**src/rtl/mult_pkg.sv**
```systemverilog
// Shared definitions for the sequential chunked multiplier.
//   state_t : controller state encoding (IDLE, MUL, FIX), also used by the bench
//   idx_w   : width of an index counter able to address n slices (min 1 bit)
package mult_pkg;

  typedef enum logic [1:0] {
    IDLE = 2'd0,
    MUL  = 2'd1,
    FIX  = 2'd2
  } state_t;

  function automatic int idx_w(input int n);
    return (n > 1) ? $clog2(n) : 1;
  endfunction

endpackage

```
**src/rtl/mult_seq_param_if.sv**
```systemverilog
// Request/response bundle of the sequential multiplier.
//   start, signed_mode, a, b : request, driven by the master, sampled in IDLE
//   busy, done, product      : status and result, driven by the slave (multiplier)
interface mult_seq_param_if #(
  parameter int A_W = 32,
  parameter int B_W = 32
);

  logic               start;
  logic               signed_mode;
  logic [A_W-1:0]     a;
  logic [B_W-1:0]     b;
  logic               busy;
  logic               done;
  logic [A_W+B_W-1:0] product;

  modport master (
    output start, signed_mode, a, b,
    input  busy, done, product
  );

  modport slave (
    input  start, signed_mode, a, b,
    output busy, done, product
  );

endinterface

```
**src/rtl/mult_seq_param_fsm.sv**
```systemverilog
// Controller of the sequential multiplier.
//   clk, reset : clock, asynchronous active-high reset
//   start      : request; only honoured in IDLE
//   state      : current state, used by the datapath to pick its action
//   a_sel      : A slice index (inner loop)
//   b_sel      : B slice index (outer loop)
//   busy, done : registered status; done pulses in the first IDLE cycle after FIX
module mult_seq_param_fsm
  import mult_pkg::*;
#(
  parameter int NA  = 4,
  parameter int NB  = 2,
  parameter int IAW = 2,
  parameter int IBW = 1
) (
  input  logic           clk,
  input  logic           reset,
  input  logic           start,
  output state_t         state,
  output logic [IAW-1:0] a_sel,
  output logic [IBW-1:0] b_sel,
  output logic           busy,
  output logic           done
);

  state_t         state_reg;
  logic [IAW-1:0] a_sel_reg;
  logic [IBW-1:0] b_sel_reg;
  logic           busy_reg;
  logic           done_reg;

  always_ff @(posedge clk or posedge reset) begin
    if (reset) begin
      state_reg <= IDLE;
      a_sel_reg <= '0;
      b_sel_reg <= '0;
      busy_reg  <= 1'b0;
      done_reg  <= 1'b0;
    end else begin
      done_reg <= 1'b0;
      case (state_reg)
        IDLE: begin
          if (start) begin
            state_reg <= MUL;
            a_sel_reg <= '0;
            b_sel_reg <= '0;
            busy_reg  <= 1'b1;
          end
        end
        MUL: begin
          // i runs fastest; the last (i, j) pair ends the accumulation
          if (a_sel_reg == IAW'(NA - 1)) begin
            a_sel_reg <= '0;
            if (b_sel_reg == IBW'(NB - 1)) begin
              b_sel_reg <= '0;
              state_reg <= FIX;
            end else begin
              b_sel_reg <= b_sel_reg + IBW'(1);
            end
          end else begin
            a_sel_reg <= a_sel_reg + IAW'(1);
          end
        end
        FIX: begin
          state_reg <= IDLE;
          busy_reg  <= 1'b0;
          done_reg  <= 1'b1;
        end
        default: begin
          state_reg <= IDLE;
          busy_reg  <= 1'b0;
        end
      endcase
    end
  end

  assign state = state_reg;
  assign a_sel = a_sel_reg;
  assign b_sel = b_sel_reg;
  assign busy  = busy_reg;
  assign done  = done_reg;

endmodule

```
**src/rtl/mult_seq_param.sv**
```systemverilog
// Sequential multiplier: one A_CHUNK x B_CHUNK partial product per cycle,
// sign-magnitude handling of two's-complement operands.
//   clk, reset : clock, asynchronous active-high reset
//   bus        : slave side of mult_seq_param_if (start/signed_mode/a/b in,
//                busy/done/product out)
// Latency: start sampled at edge 0 -> busy in cycles 1..N+1, done in cycle N+2.
module mult_seq_param
  import mult_pkg::*;
#(
  parameter int A_W     = 32,
  parameter int B_W     = 32,
  parameter int A_CHUNK = 8,
  parameter int B_CHUNK = 16
) (
  input logic          clk,
  input logic          reset,
  mult_seq_param_if.slave bus
);

  localparam int NA  = A_W / A_CHUNK;
  localparam int NB  = B_W / B_CHUNK;
  localparam int N   = NA * NB;
  localparam int P_W = A_W + B_W;
  localparam int PPW = A_CHUNK + B_CHUNK;
  localparam int IAW = idx_w(NA);
  localparam int IBW = idx_w(NB);

  if (((A_W % A_CHUNK) != 0) || ((B_W % B_CHUNK) != 0) || (N < 2)) begin : g_bad_cfg
    $error("mult_seq_param: widths must split exactly into chunks and give at least two partial products");
  end

  state_t         state;
  logic [IAW-1:0] a_sel;
  logic [IBW-1:0] b_sel;
  logic           busy;
  logic           done;

  mult_seq_param_fsm #(
    .NA  (NA),
    .NB  (NB),
    .IAW (IAW),
    .IBW (IBW)
  ) u_fsm (
    .clk   (clk),
    .reset (reset),
    .start (bus.start),
    .state (state),
    .a_sel (a_sel),
    .b_sel (b_sel),
    .busy  (busy),
    .done  (done)
  );

  logic [A_W-1:0] a_mag_reg;
  logic [B_W-1:0] b_mag_reg;
  logic           sign_reg;
  logic [P_W-1:0] product_reg;

  // Magnitudes fit in W bits: negating the most negative value wraps to 2^(W-1),
  // which is exactly its magnitude when read as unsigned.
  logic           a_neg;
  logic           b_neg;
  logic [A_W-1:0] a_abs;
  logic [B_W-1:0] b_abs;

  assign a_neg = bus.signed_mode & bus.a[A_W-1];
  assign b_neg = bus.signed_mode & bus.b[B_W-1];
  assign a_abs = a_neg ? (A_W'(0) - bus.a) : bus.a;
  assign b_abs = b_neg ? (B_W'(0) - bus.b) : bus.b;

  // Slice select, partial product and alignment shift for the current (i, j)
  logic [31:0]        a_shift;
  logic [31:0]        b_shift;
  logic [A_CHUNK-1:0] a_slice;
  logic [B_CHUNK-1:0] b_slice;
  logic [PPW-1:0]     pp;
  logic [P_W-1:0]     pp_aligned;

  assign a_shift    = 32'(a_sel) * 32'(A_CHUNK);
  assign b_shift    = 32'(b_sel) * 32'(B_CHUNK);
  assign a_slice    = A_CHUNK'(a_mag_reg >> a_shift);
  assign b_slice    = B_CHUNK'(b_mag_reg >> b_shift);
  assign pp         = PPW'(a_slice) * PPW'(b_slice);
  assign pp_aligned = P_W'(pp) << (a_shift + b_shift);

  always_ff @(posedge clk or posedge reset) begin
    if (reset) begin
      a_mag_reg   <= '0;
      b_mag_reg   <= '0;
      sign_reg    <= 1'b0;
      product_reg <= '0;
    end else begin
      case (state)
        IDLE: begin
          if (bus.start) begin
            a_mag_reg   <= a_abs;
            b_mag_reg   <= b_abs;
            sign_reg    <= a_neg ^ b_neg;
            product_reg <= '0;
          end
        end
        MUL: begin
          product_reg <= product_reg + pp_aligned;
        end
        FIX: begin
          if (sign_reg) begin
            product_reg <= P_W'(0) - product_reg;
          end
        end
        default: begin
        end
      endcase
    end
  end

  assign bus.busy    = busy;
  assign bus.done    = done;
  assign bus.product = product_reg;

endmodule

```
**src/flat_wrapper.sv**
```systemverilog
// flat-port wrapper written by rule: the top's interface ports become plain ports
module mult_seq_param_flat import mult_pkg::*;
#(
  parameter int A_W     = 32,
  parameter int B_W     = 32,
  parameter int A_CHUNK = 8,
  parameter int B_CHUNK = 16
)
  (clk, reset, bus_start, bus_signed_mode, bus_a, bus_b, bus_busy, bus_done, bus_product);
  mult_seq_param_if #(.A_W(A_W), .B_W(B_W)) bus_i ();
  input logic clk;
  input logic reset;
  input wire logic [$bits(bus_i.start)-1:0] bus_start;
  input wire logic [$bits(bus_i.signed_mode)-1:0] bus_signed_mode;
  input wire logic [$bits(bus_i.a)-1:0] bus_a;
  input wire logic [$bits(bus_i.b)-1:0] bus_b;
  output wire logic [$bits(bus_i.busy)-1:0] bus_busy;
  output wire logic [$bits(bus_i.done)-1:0] bus_done;
  output wire logic [$bits(bus_i.product)-1:0] bus_product;
  assign bus_i.start = bus_start;
  assign bus_i.signed_mode = bus_signed_mode;
  assign bus_i.a = bus_a;
  assign bus_i.b = bus_b;
  assign bus_busy = bus_i.busy;
  assign bus_done = bus_i.done;
  assign bus_product = bus_i.product;
  mult_seq_param #(.A_W(A_W), .B_W(B_W), .A_CHUNK(A_CHUNK), .B_CHUNK(B_CHUNK)) u_core (.clk(clk), .reset(reset), .bus(bus_i));
endmodule
```
**config.mk**
```make
export PLATFORM = sky130hd
export DESIGN_NAME = mult_seq_param_flat
export DESIGN_NICKNAME = d
export VERILOG_FILES = /design/src/rtl/mult_pkg.sv /design/src/rtl/mult_seq_param_if.sv /design/src/rtl/mult_seq_param_fsm.sv /design/src/rtl/mult_seq_param.sv /design/src/flat_wrapper.sv
export SDC_FILE = /design/constraint.sdc
export NUM_CORES = 1
export LEC_CHECK = 0
export CAP_MARGIN = 20
export CORE_ASPECT_RATIO = 1.5
export CORE_UTILIZATION = 40
export CTS_CLUSTER_DIAMETER = 200
export CTS_CLUSTER_SIZE = 12
export DETAILED_ROUTE_END_ITERATION = 6
export HOLD_SLACK_MARGIN = 0.03
export PLACE_DENSITY = 0.68
export SLEW_MARGIN = 20
export SYNTH_ARGS = -nofsm -noshare
export SYNTH_HDL_FRONTEND = slang
export SYNTH_SLANG_ARGS = --single-unit
```
**constraint.sdc**
```tcl
create_clock -name clk -period 7.9 [get_ports clk]
set_input_delay 1.185 -clock clk [delete_from_list [all_inputs] [get_ports clk]]
set_output_delay 1.185 -clock clk [all_outputs]
set_load 0.01 [all_outputs]
```
==> results.json, run 1 <==
{
  "postSynthCellCount": 2121,
  "fin_crit_sh_pct": 102,
  "place.gp.congestion": 1.00,
  "max_stage_delay_ns": 0.54,
  "cts_hold_buffers": 0,
  "dieArea_sq_um": 41900,
  "setup_viol": 12,
  "synth_ff_type": "dfrtp_1",
  "hp-class": "register to register",
  "final_common_cell": "buf_4",
  "yosysUniqueCellTypes": 73,
  "setup_slack_ns": -0.146,
  "synth_edf_count": 0,
  "grt_pass1_wl_um": 91700,
  "antenna_cells": 0,
  "synth_xor_area_share_pct": 7.52,
  "final_cell_mix": "buf_4, nor2_1, nand2_1",
  "syn_area_sq_um": 16400,
  "synth-simple-area-share_pct": 21.4,
  "critPathKind": "register to register",
  "layout_min_cycle_time_ns": 8.05,
  "track_usage_pct": 27.5,
  "holdWs_ns": 0.481,
  "tightest_slew_ns": 1.06,
  "die-height_um": 250,
  "fin_nets": 2799,
  "ys_seq_area_share_pct": 20.7,
  "start_util_pct": 40.7,
  "reg2reg_from": "u_core.u_fsm.a_sel[0]",
  "ios": 134,
  "slew_headroom_pct": 28.5,
  "die_w_um": 167,
  "end_kind": "register",
  "rrSetupSlack_ns": -0.15,
  "cts_root_buf": "clkbuf_16",
  "grt_setup_unrepaired": "true",
  "slew_violations": 0,
  "synthMuxAreaShare_pct": 2.57,
  "area_growth_pct": 37.2,
  "cts.sinks": 136,
  "wl_um": 57500,
  "violations": "negative setup slack",
  "ys_async_sr_fraction_pct": 100,
  "max_freq_mhz": 124,
  "vias": 17300,
  "num_rows": 90,
  "drt_pass1_iterations": 5,
  "drive_above_1_share_pct": 24.5,
  "wire_per_inst_um": 18.8,
  "worstSkewPairLatency_ns": 0.46,
  "core_sq_um": 40300,
  "outcome": "finished, violations left",
  "numPortBuffers": 133,
  "grt_pass1_vias": 17700,
  "hold_path.startpoint": "u_core.b_mag_reg[11]",
  "synth_top_family_by_area": "compound AO/OA/AOI/OAI gates",
  "clk_pin_slew_worst_paths_ns": 0.07,
  "antenna_found_initial": 0,
  "synth_compound_area_share_pct": 22.7,
  "hold_end": "u_core.b_mag_reg[11]",
  "drt_iter0_drc": 1023,
  "largest_register_ffs": 64,
  "cts_buffers": 17,
  "synth-adder-area-share_pct": 19.2,
  "avgViaCountPerCell": 5.69,
  "critPathMaxFanout": 7,
  "cts_tree": "built",
  "cp.arrival_ns": 8.35,
  "finalHoldViolCount": 0,
  "start_kind": "register",
  "dp_hpwl_um": 44500,
  "fillers": 3722,
  "hold_depth": 2,
  "skew_ns": 0.0161,
  "synth_top_cell_area_share_pct": 20.7,
  "grt_max_degree": 111,
  "grt_overflow": 0,
  "worst-r2r-cell-count": 37,
  "clk_path_buf_depth": 2,
  "yosysTopAreaCell": "dfrtp_1",
  "drv_cap": 0,
  "synthTopCellsByArea": "dfrtp_1, fa_1, ha_1",
  "cp_slowest_cell": "fa_1",
  "drc": 0,
  "ant_nets": 0,
  "ys_warn_count": 0,
  "required_ns": 8.21,
  "worstReg2RegEnd": "u_core.bus.product[52]",
  "syn_area_per_cell_sq_um": 7.74,
  "synth_nets": 2390,
  "ys_seq_elements": 136,
  "htree_levels": 4
}
==> critical path, delay by kind of cell (launching register included) <==
kind | cells | cell delay, ns
AO/OA/AOI/OAI | 11 | 2.23
multiplexers | 2 | 0.27
buffers and inverters | 10 | 1.16
XOR/XNOR | 1 | 0.24
flip-flops | 1 | 0.50
adder cells (fa/ha/maj) | 6 | 2.32
AND/OR/NAND/NOR | 7 | 1.17
==> through the flow <==
stage / util, % / setup TNS, ns / area, sq um / setup slack (ns) / instances
2_1_floorplan: - / 0 / 16500 / 0.0148 / 2121
3_3_place_gp: 50.7 / -14.33 / 20500 / -0.902 / 2975
3_5_place_dp: 50.7 / -19.99 / 20500 / -1.04 / 2975
4_1_cts: 54.6 / -0.207 / 22000 / -0.0504 / 3037
5_1_grt: 55.9 / -8.22 / 22500 / -0.456 / 3049
6_report: 55.9 / -0.814 / 22500 / -0.146 / 3049
==> how the worst max path moves through the flow <==
stage | depth (start not counted) | start | end | slack (ns)
floorplan | 33 | u_core.u_fsm.a_sel[0] | u_core.bus.product[53] | 0.01
global placement | 35 | u_core.u_fsm.a_sel[0] | u_core.bus.product[56] | -0.90
detailed placement | 35 | u_core.u_fsm.a_sel[0] | u_core.bus.product[56] | -1.04
CTS | 34 | u_core.u_fsm.a_sel[0] | u_core.bus.product[60] | -0.05
global route | 39 | u_core.u_fsm.a_sel[0] | u_core.bus.product[60] | -0.46
finish | 37 | u_core.u_fsm.a_sel[0] | u_core.bus.product[52] | -0.15
==> logic make-up (layout without fill, tap and decap cells) <==
family,after synthesis,count (layout)
AOI/OAI and AO/OA,610,610
xor gates and xnor gates,141,141
muxes,41,41
DFF,136,136
buffers and inverters,249,671
and+or+nand+nor,743,743
adders and majority gates,201,201
==> cell usage after synthesis, types with 24 or more instances <==
cell type  number
dfrtp_1       136
xor2_1         61
and2_1         32
o31ai_1        24
nand3_1        37
ha_1          116
fa_1           85
clkbuf_1       92
nor3_1         80
xnor2_1        80
mux2i_1        31
or2_2          31
or3_1          26
nand2b_1       25
nor2_1        220
a21o_1         60
a21oi_1       129
o21ai_0       218
nand2_1       210
inv_1         146
==> layout make-up <==
| cell class | instances | area (sq um) | area share, % |
|---|---|---|---|
| Tap cell | 506 | 633 | 2.81 |
| Inverter | 148 | 563 | 2.50 |
| Multi-Input combinational cell | 1736 | 13300 | 58.8 |
| Clock inverter | 14 | 110 | 0.489 |
| Timing Repair Buffer | 491 | 4140 | 18.4 |
| Clock buffer | 18 | 429 | 1.90 |
| Sequential cell | 136 | 3410 | 15.1 |
==> timing repair <==
item                       in CTS  in global routing
pin swaps                     100                 49
buffers inserted               33                 13
resized for setup             165                 96
setup endpoints to repair      41                 42
cloned                          1                  0
==> routing by layer <==
| layer | wire [um] | up-vias | global-route usage [%] |
|---|---|---|---|
| li1 | - | 8277 | - |
| met1 | 21400 | 8317 | 29.1 |
| met2 | 30300 | 565 | 51.1 |
| met3 | 1950 | 188 | 2.99 |
| met4 | 3870 | 0 | 18.5 |
| met5 | 0 | - | 0 |
Power of run 1 is not shown: default switching activity piles up to over one toggle a cycle in this logic, so the estimate is an artifact.
==> run 2, diff against run 1 <==
Settings changed: CORE_ASPECT_RATIO 1.5 to 1.1, CORE_MARGIN set to 2, CTS_CLUSTER_DIAMETER 200 to 150.
==> results.json, run 2 (synthesis results as in run 1) <==
{
  "num_rows": 77,
  "place.gp.congestion": 0.975,
  "end_kind": "register",
  "fin_nets": 2819,
  "layout_min_cycle_time_ns": 8.13,
  "path_common_cell": "fa_1",
  "critPathMaxFanout": 8,
  "setup_tns_ns": -1.56,
  "drc": 0,
  "start_kind": "register",
  "grt_pass1_vias": 17400,
  "ios": 134,
  "wire_per_inst_um": 18.6,
  "htree_levels": 4,
  "finalHoldViolCount": 0,
  "violations": "negative setup slack",
  "ant_nets": 0,
  "grt_pass1_wl_um": 89900,
  "drv_cap": 0,
  "critPathKind": "register to register",
  "multi_input_area_sq_um": 13600,
  "worstSkewPairLatency_ns": 0.46,
  "slew_violations": 0,
  "clk_pin_slew_worst_paths_ns": 0.07,
  "holdWs_ns": 0.478,
  "skew_ns": 0.0148,
  "track_usage_pct": 26.2,
  "largest_register_ffs": 64,
  "outcome": "finished, violations left",
  "final_common_cell": "buf_4",
  "cts_buffers": 17,
  "core_sq_um": 40400,
  "worst-r2r-cell-count": 38,
  "avgViaCountPerCell": 5.66,
  "fillers": 3574,
  "tightest_slew_ns": 1.08,
  "cts_root_buf": "clkbuf_16",
  "place_inst": 2975,
  "fin_crit_sh_pct": 103,
  "max_stage_delay_ns": 0.54,
  "hold_depth": 2,
  "final_util_pct": 57.3,
  "area_growth_pct": 40.8,
  "required_ns": 8.19,
  "wl_um": 57300,
  "die-height_um": 217,
  "setup_slack_ns": -0.234,
  "grt_max_degree": 124,
  "drt_iter0_drc": 1060,
  "start_util_pct": 40.7,
  "cts_hold_buffers": 0,
  "setup_viol": 16,
  "antenna_cells": 0,
  "clk_path_buf_depth": 2,
  "cp_slowest_cell": "fa_1",
  "vias": 17400,
  "instances_no_fill": 3076,
  "dieArea_sq_um": 42700,
  "drt_pass1_iterations": 5,
  "hp-class": "register to register",
  "dp_hpwl_um": 43100,
  "slew_headroom_pct": 28.1,
  "cts.sinks": 136,
  "die_w_um": 197,
  "drive_above_1_share_pct": 26.7,
  "grt_setup_unrepaired": "true",
  "numPortBuffers": 133,
  "grt_overflow": 0,
  "cp.arrival_ns": 8.43,
  "final_cell_mix": "buf_4, nor2_1, nand2_1",
  "antenna_found_initial": 0,
  "seqCellArea_sq_um": 3410,
  "cts_tree": "built",
  "max_freq_mhz": 123
}
run 2: final timing paths:
check	start	end	slack [ns]
setup / recovery	u_core.u_fsm.a_sel[0]	u_core.bus.product[52]	-0.23
min in group asynchronous	reset	u_core.bus.product[7]	1.22
max in group asynchronous	reset	u_core.u_fsm.a_sel[0]	5.32
hold reg to reg	u_core.a_mag_reg[31]	u_core.a_mag_reg[31]	0.48
setup reg to reg	u_core.u_fsm.a_sel[0]	u_core.bus.product[52]	-0.23
hold / removal	u_core.a_mag_reg[31]	u_core.a_mag_reg[31]	0.48
run 2: per-stage QoR:
step	cell area, sq um	setup slack (ns)
2_1_floorplan	16500	0.0148
3_3_place_gp	20400	-0.861
3_5_place_dp	20400	-1.02
4_1_cts	22100	-0.0951
5_1_grt	23100	-0.416
6_report	23100	-0.234
run 2: area by class of cell:
cell class                      instances  share of cell area (%)
Clock inverter                         14                   0.703
Clock buffer                           18                    1.90
Sequential cell                       136                    14.7
Timing Repair Buffer                  511                    18.7
Inverter                              148                    2.42
Multi-Input combinational cell       1736                    58.8
Tap cell                              513                    2.78
run 2: what timing repair did:
item | 4_1_cts | 5_1_grt
pin swaps | 96 | 102
setup buffers | 46 | 27
resized for setup | 162 | 160
setup endpoints to repair | 41 | 43
run 2: critical path, delay by kind of cell, from the launching register on:
family | cells | cell delay [ns]
adders and majority gates | 6 | 2.52
xor gates and xnor gates | 2 | 0.25
and+or+nand+nor | 5 | 0.61
buffers and inverters | 8 | 0.88
muxes | 2 | 0.53
AOI/OAI and AO/OA | 15 | 2.71
DFF | 1 | 0.43
run 2: routing by layer:
metal,part of all wire (%),GRT usage [%],vias to the layer above
met3,4.7,2.93,138
met4,4.7,12.5,0
met2,50,46.0,606
li1,-,-,8295
met5,0,0,-
met1,41,31.8,8371
Power of run 2 is left out for the same reason.
==> run 3, diff against run 2 <==
Settings changed: CORE_ASPECT_RATIO 1.1 to 0.7.
==> results.json, run 3 (synthesis results as in run 1) <==
{
  "antenna_found_initial": 0,
  "cp_slowest_cell": "fa_2",
  "setup_viol": 17,
  "drt_iter0_drc": 1700,
  "fin_crit_sh_pct": 102,
  "required_ns": 8.22,
  "clk_pin_slew_worst_paths_ns": 0.07,
  "finalHoldViolCount": 0,
  "slew_headroom_pct": 17.0,
  "htree_levels": 4,
  "critPathMaxFanout": 7,
  "instances_no_fill": 3096,
  "grt_pass1_wl_um": 92500,
  "area_growth_pct": 39.8,
  "cts_root_buf": "clkbuf_16",
  "vias": 17800,
  "skew_ns": 0.0159,
  "dp_hpwl_um": 44800,
  "grt_max_degree": 124,
  "path_common_cell": "buf_4",
  "cts_hold_buffers": 0,
  "start_kind": "register",
  "outcome": "finished, violations left",
  "die-height_um": 174,
  "grt_overflow": 0,
  "avgViaCountPerCell": 5.75,
  "wl_um": 59500,
  "track_usage_pct": 27.5,
  "antenna_cells": 0,
  "clk_path_buf_depth": 2,
  "num_rows": 62,
  "place_inst": 3014,
  "dieArea_sq_um": 42700,
  "setup_slack_ns": -0.177,
  "core_sq_um": 40700,
  "die_w_um": 246,
  "cts_buffers": 17,
  "ant_nets": 0,
  "tightest_slew_ns": 1.23,
  "worstSkewPairLatency_ns": 0.47,
  "holdWs_ns": 0.485,
  "numPortBuffers": 133,
  "cts.sinks": 136,
  "violations": "negative setup slack",
  "final_common_cell": "buf_4",
  "cts_tree": "built",
  "hp-class": "register to register",
  "grt_setup_unrepaired": "true",
  "drive_above_1_share_pct": 25.8,
  "start_util_pct": 40.3,
  "max_freq_mhz": 124,
  "drv_cap": 0,
  "layout_min_cycle_time_ns": 8.08,
  "cp.arrival_ns": 8.40,
  "drc": 0,
  "final_cell_mix": "buf_4, nor2_1, nand2_1",
  "ios": 134,
  "grt_pass1_vias": 16900,
  "drt_pass1_iterations": 5,
  "max_stage_delay_ns": 0.57,
  "end_kind": "register",
  "wire_per_inst_um": 19.2,
  "critPathKind": "register to register",
  "fin_nets": 2809,
  "largest_register_ffs": 64,
  "slew_violations": 0,
  "place.gp.congestion": 0.997
}
run 3: changes by cell type in the layout (fill, tap and decap cells not counted), moves of 4 or more:
cell     before  now
ha_4         28   22
o21ai_0     186  182
buf_4       349  338
o21ai_1      29   34
a21oi_2      29   24
ha_1         87   93
run 3: per-layer routing:
metal,up-vias,global-route usage (%),share of wire (%)
met3,63,5.85,9.2
li1,8299,-,-
met5,-,0,0
met4,0,6.04,1.7
met2,773,39.2,42
met1,8663,42.0,47
run 3: what timing repair did:
item	CTS	global route
buffers inserted	29	26
setup endpoints to repair	38	45
gates resized for setup	178	132
endpoints found under the hold margin	0	0
pin swaps	114	84
run 3: per-stage QoR:
step / instance area (sq um) / setup WS, ns / util (%) / setup TNS [ns]
final: 23000 / -0.177 / 56.4 / -1.74
after global routing: 23000 / -0.517 / 56.4 / -9.54
after detailed placement: 20500 / -0.835 / 50.4 / -15.27
after CTS: 22200 / -0.0197 / 54.5 / -0.0368
after floorplan: 16500 / 0.0148 / - / 0
after global placement: 20500 / -0.700 / 50.4 / -12.41
run 3: final cells by class:
| cell class | count | area (sq um) |
|---|---|---|
| clock buffer | 18 | 429 |
| clock inverter | 13 | 170 |
| timing repair buffer | 501 | 4250 |
| sequential | 136 | 3410 |
| fill | 3660 | 17800 |
| multi-input combinational | 1736 | 13500 |
| tap | 544 | 681 |
| inverter | 148 | 561 |
run 3: worst max-delay path, delay by kind of cell (launching register included):
family                   cells  cell delay (ns)
multiplexers                 1             0.31
flip-flops                   1             0.43
buffers and inverters        9             1.03
XOR/XNOR                     2             0.24
adder cells (fa/ha/maj)      6             2.63
AND/OR/NAND/NOR              6             0.88
AO/OA/AOI/OAI               12             2.36
run 3: final timing paths:
path / startpoint / to / slack, ns / depth (start not counted)
worst max-delay path: u_core.u_fsm.a_sel[0] / u_core.bus.product[60] / -0.18 / 36
worst min-delay path: u_core.b_mag_reg[29] / u_core.b_mag_reg[29] / 0.48 / 2
worst max register to register: u_core.u_fsm.a_sel[0] / u_core.bus.product[60] / -0.18 / 36
worst min register to register: u_core.b_mag_reg[29] / u_core.b_mag_reg[29] / 0.48 / 2
max in group asynchronous: reset / u_core.bus.product[53] / 5.35 / 3
min in group asynchronous: reset / u_core.bus.product[11] / 1.18 / 2
Power of run 3 is left out for the same reason.
